### src/rtl/alu_arbiter.sv
// ============================================================================
// Module      : alu_arbiter
// Description : Round-robin arbiter sharing one combinational ALU between two
//               requesters, with a one-entry registered response slot.
// Revision    : 1.0 - initial release
// ============================================================================
`default_nettype none

module alu_arbiter #(
    parameter int WIDTH = 32
) (
    input  logic             clk,
    input  logic             rst,
    input  logic             req0_valid,
    output logic             req0_ready,
    input  logic [3:0]       req0_ctrl,
    input  logic [WIDTH-1:0] req0_a,
    input  logic [WIDTH-1:0] req0_b,
    input  logic             req1_valid,
    output logic             req1_ready,
    input  logic [3:0]       req1_ctrl,
    input  logic [WIDTH-1:0] req1_a,
    input  logic [WIDTH-1:0] req1_b,
    output logic [3:0]       alu_ctrl,
    output logic [WIDTH-1:0] alu_a,
    output logic [WIDTH-1:0] alu_b,
    input  logic [WIDTH-1:0] alu_result,
    input  logic             alu_zero,
    output logic             rsp_valid,
    output logic             rsp_id,
    output logic [WIDTH-1:0] rsp_data,
    output logic             rsp_zero,
    output logic             rsp_err,
    input  logic             rsp_ready
);

    localparam logic [3:0] c_ctrl_illegal = 4'b1111;
    localparam logic [0:0] c_slot_empty   = 1'b0;
    localparam logic [0:0] c_slot_full    = 1'b1;

    logic [0:0]       r_slot_state;
    logic             r_rsp_id;
    logic [WIDTH-1:0] r_rsp_data;
    logic             r_rsp_zero;
    logic             r_rsp_err;
    logic             r_last_grant;

    logic w_slot_free;
    logic w_grant0;
    logic w_grant1;
    logic w_grant_any;
    logic w_illegal;

    assign w_slot_free = (r_slot_state == c_slot_empty) || rsp_ready;

    // On contention the requester that did not win last time takes the ALU.
    assign w_grant0 = !rst && w_slot_free && req0_valid && (!req1_valid || r_last_grant);
    assign w_grant1 = !rst && w_slot_free && req1_valid && (!req0_valid || !r_last_grant);
    assign w_grant_any = w_grant0 || w_grant1;

    assign req0_ready = w_grant0;
    assign req1_ready = w_grant1;

    always_comb begin
        alu_ctrl = c_ctrl_illegal;
        alu_a    = '0;
        alu_b    = '0;
        if (w_grant0) begin
            alu_ctrl = req0_ctrl;
            alu_a    = req0_a;
            alu_b    = req0_b;
        end else if (w_grant1) begin
            alu_ctrl = req1_ctrl;
            alu_a    = req1_a;
            alu_b    = req1_b;
        end
    end

    assign w_illegal = (alu_ctrl == c_ctrl_illegal);

    always_ff @(posedge clk) begin
        if (rst) begin
            r_slot_state <= c_slot_empty;
            r_rsp_id     <= 1'b0;
            r_rsp_data   <= '0;
            r_rsp_zero   <= 1'b0;
            r_rsp_err    <= 1'b0;
            r_last_grant <= 1'b1;
        end else if (w_grant_any) begin
            // A grant always refills the slot, covering the drain-and-reload case.
            r_slot_state <= c_slot_full;
            r_rsp_id     <= w_grant1;
            r_rsp_data   <= w_illegal ? '0 : alu_result;
            r_rsp_zero   <= w_illegal ? 1'b0 : alu_zero;
            r_rsp_err    <= w_illegal;
            r_last_grant <= w_grant1;
        end else if (rsp_ready) begin
            r_slot_state <= c_slot_empty;
        end
    end

    assign rsp_valid = (r_slot_state == c_slot_full);
    assign rsp_id    = r_rsp_id;
    assign rsp_data  = r_rsp_data;
    assign rsp_zero  = r_rsp_zero;
    assign rsp_err   = r_rsp_err;

endmodule

`default_nettype wire

### config.mk
export PLATFORM = sky130hd
export DESIGN_NAME = alu_arbiter
export DESIGN_NICKNAME = d
export VERILOG_FILES = /design/src/rtl/alu_arbiter.sv
export SDC_FILE = /design/constraint.sdc
export NUM_CORES = 1
export LEC_CHECK = 0
export ABC_AREA = 0
export CORE_ASPECT_RATIO = 0.9
export CORE_MARGIN = 10
export CORE_UTILIZATION = 24
export CTS_CLUSTER_DIAMETER = 150
export DETAILED_ROUTE_END_ITERATION = 6
export PLACE_DENSITY = 0.88
export SLEW_MARGIN = 10
export SYNTH_ARGS = -nofsm -noshare
export SYNTH_HDL_FRONTEND = slang
export SYNTH_SLANG_ARGS = --single-unit
### constraint.sdc
create_clock -name clk -period 2.18 [get_ports clk]
set_input_delay 0.218 -clock clk [delete_from_list [all_inputs] [get_ports clk]]
set_output_delay 0.218 -clock clk [all_outputs]
set_load 0.02 [all_outputs]
== Yosys cells after proc, flatten, opt, wreduce, memory -nomap -nowiden ==
Cells that the tools add are included.
Word-level totals
  memory bits (writable): 0
  output and inout port bits: 106
  bits of input ports: 174
  word-level logic and storage cells: 32
  memories kept: 0
  latch bits: 0
  ROM bits: 0
  flip-flop bits (word level): 37
Cells by class
  add/sub/neg operators: 0
  $mul: 0
  mux-type cells: 10
  eq/ne operators: 1
  reductions and logical operators: 14
  $lt $le $gt $ge: 0
  shift operators: 0
  div/mod/pow operators: 0
  bitwise operators: 1
Operators with widths (count)
  two-way mux 32 bit: 5
  two-way mux 4 bit: 2
  logical AND 1 bit: 5
  == test 4 bit (second input constant): 1
  logical NOT 1 bit: 4
  logical OR 1 bit: 4
  two-way mux 1 bit: 3
  nonzero test 2 bit: 1
  NOT 1 bit: 1

== Depth between registers and ports, before layout ==
Gate-level depths: netlist of run 1.
  word-level depth: 9
  mapped depth: 7
  mapped depth without buffers: 6

== Worst setup path after synthesis of run 1 ==
Ideal clock, no wire load.
  path type: register to output
  from: register r_slot_state, in the netlist rsp_valid
  to: output port alu_a[23]
  slack: 0.315 ns
  path buffers: 1
  stages on the path, launching flop included: 7
  required time: 1.962 ns
  data arrival time: 1.647 ns
  cells stage by stage: dfxtp_1 > nor2b_4 > nor2_2 > nand3_1 > inv_1 > clkbuf_1 > a22o_1
Between the ends
  cells in the longest elaborated chain, start to end: 7
  elaborated cells between the ends (all ways): 9
  classes of those cells: 2 x mux; 1 x bitwise; 6 x reduce/logical
Ends and longest elaborated chain
  from (decl): line 41  | logic [0:0] r_slot_state;
  from (signal assigned): line 83  | r_slot_state <= c_slot_empty;
  from (signal assigned): line 91  | r_slot_state <= c_slot_full;
  from (signal assigned): line 98  | r_slot_state <= c_slot_empty;
  NOT 1 bit: line 54  | assign w_slot_free = (r_slot_state == c_slot_empty) || rsp_ready;
  logical OR 1 bit: line 54
  logical AND 1 bit (3 in a row): line 58  | assign w_grant1 = !rst && w_slot_free && req1_valid && (!req0_valid || !r_last_grant);
  net req1_ready: line 20  | output logic req1_ready,
  two-way mux 32 bit: line 72  | end else if (w_grant1) begin
  two-way mux 32 bit: line 68  | if (w_grant0) begin
  to (decl): line 25  | output logic [WIDTH-1:0] alu_a,
The timed path passes the listed nets, and every way through them passes these cells.

== Final worst setup path of run 1 ==
  from: input port rsp_ready
  to: output port alu_a[25]
Between the ends
  cells in the longest elaborated chain, start to end: 6
  elaborated cells between the ends (all ways): 8
  classes of those cells: 2 x mux; 6 x reduce/logical
Ends and longest elaborated chain
  from (decl): line 34  | input logic rsp_ready
  logical OR 1 bit *: line 54
  logical AND 1 bit *: line 57, 58
  logical AND 1 bit (2 in a row): line 58
  two-way mux 32 bit: line 72
  two-way mux 32 bit *: line 68
Every way passes the cells marked *; elsewhere a longest branch is shown, timed or not.

==> key figures, run 1 <==
Yosys
  • Post-synth top cells: 97 x a22o_1, 37 x dfxtp_1, 10 x clkbuf_1
  • Yosys top cell area share: 44.3%
  • Synth async-reset ratio: 0%
  • Yosys warnings: 0
  • Largest family of logic cells by synthesized area: compound AO/OA/AOI/OAI gates
  • Top FF cell, synth: dfxtp_1
  • Register bit total from synthesis: 37
  • XOR/XNOR share of the synthesized area: 0%
  • Register area share after synthesis: 38.6%
  • Syn nets: 356
  • Top-count cell post-synth: a22o_1
  • Netlist Area Pre-Place: 1920 um^2
  • Mapped Cells: 182
  • EDFF count, synth: 0
  • Unique masters post-synth: 24
  • Mux share of post-synthesis cell area: 0.522%
  • Synth Area in Simple Gates: 5.61%
  • Synth area leaders: a22o_1 44%, dfxtp_1 39%, clkbuf_1 2.0%, buf_2 1.8%, buf_6 1.8%
  • Fraction of the mapped netlist area in adder cells: 0%
  • Avg Cell Area, Syn: 10.5 um^2
  • Yosys top cell by area: a22o_1
  • Synth Area in Compound Gates: 49.1%

Critical path
  • CP max stage cell: clkdlybuf4s50_1
  • CP top delay family: buffers and inverters
  • WP data arrival: 1890 ps
  • CP startpoint kind: input pin
  • WS Path Type: input pin to output port
  • FF-to-FF End: rsp_data[5]$_SDFFE_PP0P_
  • Critical path's largest stage delay: 520 ps
  • CP Capture Type: output port
  • R2R Setup Slk: 510 ps
  • CP required: 1960 ps
  • Reg-to-reg startpoint: rsp_valid$_SDFFE_PP0P_
  • R2R depth: 8
  • Crit path max fanout: 19
  • WP buf/inv: 4
  • Cell Chain, Critical Path: clkdlybuf4s50_1 > nor2b_4 > nor2_2 > nand3_1 > inv_4 > buf_12 > a22o_1 > clkdlybuf4s15_2

Power and ir drop
  • Total power: 2310 uW
  • Int Pwr: 1600 uW
  • Peak VDD IR: 0.516 mV
  • Logic pwr share: 44.2%
  • Seq pwr share: 33.5%
  • Clock power frac: 22.3%
  • Pwr dens: 485 nW/um^2
  • Leak: 0.00203 uW
  • Sw Share: 30.7%
  • Sw power: 709 uW

Timing
  • Rel. slew slack: 77.2%
  • Final Cycle Share: 96.9%
  • Final Hold Slack: 474 ps
  • Count of final setup violators: 0
  • Fmax: 473 MHz
  • RSZ-0062 raised after global routing: yes
  • Actual slew at the worst max-slew pin: 342 ps
  • Count of final hold-check violations: 0
  • Clock Skews: 6.18 ps
  • Fin. max-slew vios: 0
  • Minimum clock period: 2110 ps

Layout
  • Design area: 4760 um^2
  • Nets@finish: 641
  • Area growth, synth to finish: 148%
  • Layout cells sized above 1: 20.7%
  • Non-filler cells, final: 564
  • Number of inserted diodes: 0

Route
  • DR pass1 iterations: 4
  • Drt total wl: 13400 um
  • Iter 0 DRT Violations: 181
  • Vias per cell: 4.98
  • WL/cell: 23.7 um
  • DRC: 0
  • Antenna-violating nets left: 0
  • Routed vias: 2809

Clock network
  • Htree depth: 2
  • TritonCTS Buffers: 5
  • Worst-Skew Late Latency: 280 ps
  • Clk buf depth: 2
  • CTS root buf: clkbuf_8
  • CTS Sinks: 37
  • Clock transition at the registers of the reported paths: 70 ps
  • CTS tree: built

Floorplanning
  • Die Height: 105 um
  • I/O pins: 280
  • DIE AREA: 12000 um^2
  • Core Rows: 30
  • Core ar.: 7660 um^2
  • Chip width: 114 um
  • Initial core utilization: 25.0%

Hold path
  • Worst hold path class: register to register
  • Hold depth: 1
  • Hold path startpoint: rsp_data[6]$_SDFFE_PP0P_
  • Hold EP: rsp_data[6]$_SDFFE_PP0P_

Outcome
  • Status: finished, final reports clean

Place
  • Number of I/O port buffers: 279
  • Routability cong.: 0.913
  • Placed inst area: 4900 um^2
  • Placed Cells incl. Taps: 554
  • Placed wire-length estimate: 11500 um

GRT
  • First-pass GRT wire length: 19100 um
  • Largest net degree at the start of global routing: 52
  • Vias in the first global route: 2988
  • Grt ovf: 0
  • GRT Resource Usage Total: 20.2%
  • Initial antenna violation count: 0

Job
  • Max Cap Viol: 0
==> cell type report <==
| type | count | area [um^2] |
|---|---|---|
| timing repair buffer | 298 | 2720 |
| clock inverter | 1 | 5.00 |
| multi-input combinational | 122 | 1060 |
| clock buffer | 7 | 96.3 |
| tap | 96 | 120 |
| inverter | 3 | 13.8 |
| fill | 648 | 2900 |
| sequential | 37 | 741 |
==> metal layers <==
| metal | vias up | track usage [%] | wire [um] | share of wire, % |
|---|---|---|---|---|
| li1 | 1317 | - | - | - |
| met1 | 1332 | 20.7 | 4890 | 36 |
| met2 | 151 | 38.5 | 7270 | 54 |
| met3 | 9 | 7.09 | 1120 | 8.4 |
| met4 | 0 | 3.58 | 113 | 0.84 |
| met5 | - | 0 | 0 | 0 |
==> layout by cell type, fill, tap and decap left out, types with 2 or more instances in the layout <==
cell and n:
a22o_1 97, clkdlybuf4s15_2 3, buf_12 4, clkdlybuf4s15_1 4, dfxtp_1 37, dlygate4sd2_1 7
clkdlybuf4s50_1 209, nor2_2 2, nand2_1 3, nor2_1 2, nand2b_2 2, o22a_1 3
clkbuf_8 7, clkbuf_2 55, nor3_1 2, buf_4 15
==> metrics by stage <==
stage	utilization, %	worst slack (ps)	TNS [ps]
after floorplan	-	315	0
after CTS	64.5	0.150	0
final	62.1	67.5	0
after global placement	64.0	-275	-13050
after detailed placement	64.0	-318	-16640
after global routing	62.1	-20.2	-20.2
==> sequential cells by signal (all words and copies together) (netlist names) <==
register      cells
r_last_grant      1
rsp_data         32
rsp_err           1
rsp_id            1
rsp_zero          1
rsp_valid         1
==> repair_timing <==
action                     in CTS  in global routing
setup buffers                   0                  1
hold buffers                    0                  0
gates cloned                    0                  1
setup endpoints to repair      69                 62
resized for setup              87                103
==> how the worst max path moves through the flow <==
stage	startpoint	endpoint	slack, ps	depth (start not counted)
floorplan	rsp_valid$_SDFFE_PP0P_	alu_a[23]	310	6
detailed placement	rsp_ready	alu_a[24]	-320	8
global route	rsp_ready	alu_a[25]	-20	8
CTS	rsp_ready	alu_b[7]	0.2	8
global placement	rsp_ready	alu_a[24]	-270	8
finish	rsp_ready	alu_a[25]	70	8
==> power by group through the flow <==
stage	clock network, uW	registers [uW]	logic (uW)
2_1_floorplan	0	855	329
3_3_place_gp	0	783	1070
3_5_place_dp	0	785	1090
4_1_cts	536	772	1040
5_1_grt	556	779	1080
6_report	515	772	1020
==> cells by family (layout without fill, tap and decap cells) <==
family | count (synthesis) | in the layout
AO/OA/AOI/OAI | 105 | 105
flip-flops | 37 | 37
AND/OR/NAND/NOR | 16 | 16
multiplexers | 1 | 1
buffers and inverters | 23 | 309
(Power assumes the default switching activity.)
==> run 2: changes to the inputs <==
--- a/config.mk
+++ b/config.mk
@@ -10,8 +10,11 @@
 export CORE_MARGIN = 10
 export CORE_UTILIZATION = 24
 export CTS_CLUSTER_DIAMETER = 150
+export CTS_CLUSTER_SIZE = 28
 export DETAILED_ROUTE_END_ITERATION = 6
+export GPL_TIMING_DRIVEN = 0
 export PLACE_DENSITY = 0.88
+export RECOVER_POWER = 100
 export SLEW_MARGIN = 10
 export SYNTH_ARGS = -nofsm -noshare
 export SYNTH_HDL_FRONTEND = slang
==> key figures, run 2 (synthesis results as in run 1) <==
Outcome
  • Status: finished, final reports clean (unchanged)

GRT
  • Initial antenna violation count: 0 (unchanged)
  • M1 GR Usage: 20.0% (was 20.7%)
  • M2 GR Usage: 38.8% (was 38.5%)
  • Grt ovf: 0 (unchanged)
  • Vias in the first global route: 3044 (was 2988)
  • GRT Resource Usage Total: 20.3% (was 20.2%)
  • Most used routing layer: met2 (unchanged)
  • Largest net degree at the start of global routing: 12 (was 52)
  • Met3 usage: 7.95% (was 7.09%)
  • First-pass GRT wire length: 19100 um (about the same)

Layout
  • Nets@finish: 642 (was 641)
  • Design area: 4760 um^2 (about the same)
  • Final Util: 62.2% (was 62.1%)
  • Commonest non-fill, non-tap cell in the layout: clkdlybuf4s50_1 (unchanged)
  • Layout cells sized above 1: 18.1% (was 20.7%)
  • Non-filler cells, final: 565 (was 564)
  • Number of inserted diodes: 0 (unchanged)
  • Area growth, synth to finish: 148% (about the same)
  • Commonest cells after routing, fill and taps aside: 175 x clkdlybuf4s50_1, 97 x a22o_1, 45 x clkbuf_2 (was 209 x clkdlybuf4s50_1, 97 x a22o_1, 55 x clkbuf_2)
  • Layout fillers: 687 (was 648)
  • Largest register FFs: 32 (unchanged)

Timing
  • Minimum clock period: 2110 ps (about the same)
  • RSZ-0062 raised after global routing: no (was yes)
  • Clock Skews: 3.18 ps (was 6.18 ps)
  • Count of final hold-check violations: 0 (unchanged)
  • Rel. slew slack: 61.0% (was 77.2%)
  • Final Cycle Share: 96.6% (was 96.9%)
  • Actual slew at the worst max-slew pin: 585 ps (was 342 ps)
  • Count of final setup violators: 0 (unchanged)
  • Fmax: 475 MHz (was 473 MHz)
  • Fin. max-slew vios: 0 (unchanged)
  • Fin Setup TNS: 0 ps (unchanged)

Place
  • Placed wire-length estimate: 11700 um (was 11500 um)
  • Placed inst area: 4830 um^2 (was 4900 um^2)
  • Number of I/O port buffers: 279 (unchanged)
  • Routability cong.: 0.918 (was 0.913)
  • Placed Cells incl. Taps: 557 (was 554)

Critical path
  • Reg-to-reg startpoint: rsp_valid$_SDFFE_PP0P_ (unchanged)
  • WS Path Type: input pin to output port (unchanged)
  • CP required: 1960 ps (about the same)
  • WP data arrival: 1890 ps (about the same)
  • CP Capture Type: output port (unchanged)
  • CP max stage cell: clkdlybuf4s50_1 (unchanged)
  • Crit path max fanout: 10 (was 19)
  • Critical Path Source: rsp_ready (unchanged)
  • FF-to-FF End: rsp_data[4]$_SDFFE_PP0P_ (was rsp_data[5]$_SDFFE_PP0P_)
  • Cell Chain, Critical Path: clkdlybuf4s50_1 > nor2b_4 > nor2_4 > nand3_4 > inv_4 > buf_2 > a22o_1 > dlygate4sd2_1 (was clkdlybuf4s50_1 > nor2b_4 > nor2_2 > nand3_1 > inv_4 > buf_12 > a22o_1 > clkdlybuf4s15_2)
  • R2R depth: 7 (was 8)
  • R2R Setup Slk: 240 ps (was 510 ps)
  • Capture point of the worst path: alu_b[12] (was alu_a[25])
  • Critical path's largest stage delay: 510 ps (was 520 ps)
  • CP startpoint kind: input pin (unchanged)

Clock network
  • Clk buf depth: 2 (unchanged)
  • Worst-Skew Late Latency: 280 ps (about the same)
  • Htree depth: 2 (unchanged)
  • Clock transition at the registers of the reported paths: 70 ps (about the same)
  • TritonCTS Buffers: 5 (unchanged)
  • Hold Buf Count CTS: 0 (unchanged)
  • CTS tree: built (unchanged)
  • CTS Sinks: 37 (unchanged)
  • CTS root buf: clkbuf_8 (unchanged)
  • CTS resizes: 175 (was 87)
  • Setup Fix Bufs, Post-CTS: 0 (unchanged)

Floorplanning
  • Core Rows: 30 (unchanged)
  • I/O pins: 280 (unchanged)
  • Core ar.: 7660 um^2 (unchanged)
  • Initial core utilization: 25.0% (unchanged)
  • Chip width: 114 um (unchanged)
  • DIE AREA: 12000 um^2 (unchanged)
  • Die Height: 105 um (unchanged)

Route
  • Drt total wl: 13400 um (about the same)
  • WL/cell: 23.6 um (was 23.7 um)
  • Antenna-violating nets left: 0 (unchanged)
  • Vias per cell: 4.95 (was 4.98)
  • DRC: 0 (unchanged)
  • Iter 0 DRT Violations: 123 (was 181)
  • DR pass1 iterations: 4 (unchanged)
  • Routed vias: 2799 (was 2809)

Job
  • Max Cap Viol: 0 (unchanged)

Power and ir drop
  • Total power: 2280 uW (was 2310 uW)
  • Peak VDD IR: 0.510 mV (was 0.516 mV)
  • Leak: 0.00210 uW (was 0.00203 uW)
  • Pwr dens: 479 nW/um^2 (was 485 nW/um^2)

Hold path
  • Worst hold path class: input pin to register (was register to register)
run 2: cell types whose count changed in the layout (fill, tap and decap cells not counted), sizes merged:
cell | before | now
clkdlybuf4s50 | 209 | 175
buf | 19 | 11
dlygate4sd3 | 0 | 36
clkdlybuf4s15 | 7 | 10
dlygate4sd2 | 7 | 11
run 2: critical path, delay by kind of cell:
kind | cells | cell delay, ps
AOI/OAI and AO/OA | 1 | 150
buffers and inverters | 4 | 1200
and+or+nand+nor | 3 | 310
run 2: worst min-delay path by stage:
stage / cells after the start / from / to
6_report: 2 / rst / rsp_valid$_SDFFE_PP0P_
3_3_place_gp: 1 / rsp_data[25]$_SDFFE_PP0P_ / rsp_data[25]$_SDFFE_PP0P_
5_1_grt: 2 / rst / rsp_valid$_SDFFE_PP0P_
2_1_floorplan: 1 / rst / rsp_valid$_SDFFE_PP0P_
3_5_place_dp: 1 / rsp_data[1]$_SDFFE_PP0P_ / rsp_data[1]$_SDFFE_PP0P_
4_1_cts: 2 / rst / rsp_valid$_SDFFE_PP0P_
run 2: area by class of cell:
type	instances	area, um^2	share of cell area [%]
inverter	3	13.8	0.289
multi-input combinational	122	1060	22.3
timing repair buffer	279	2550	53.5
buffer	20	176	3.70
tap	96	120	2.52
clock buffer	7	96.3	2.02
sequential	37	741	15.6
clock inverter	1	5.00	0.105
run 2: layer usage:
metal / vias to the layer above / wire length, um / share of wire, %
li1: 1320 / - / -
met1: 1321 / 4720 / 35
met2: 146 / 7200 / 54
met3: 12 / 1270 / 9.5
met4: 0 / 162 / 1.2
met5: - / 0 / 0
run 2: where the power goes:
| part | switching (uW) | internal [uW] |
|---|---|---|
| Sequential | 32.5 | 738 |
| Combinational | 444 | 552 |
| Clock | 229 | 285 |
| Total | 705 | 1570 |
run 2: metrics by stage:
| stage | worst slack, ps | hold WS, ps |
|---|---|---|
| CTS | 3.16 | 434 |
| floorplan | 315 | 287 |
| global route | 3.86 | 468 |
| finish | 73.8 | 436 |
| global placement | -770 | 455 |
| detailed placement | -799 | 457 |
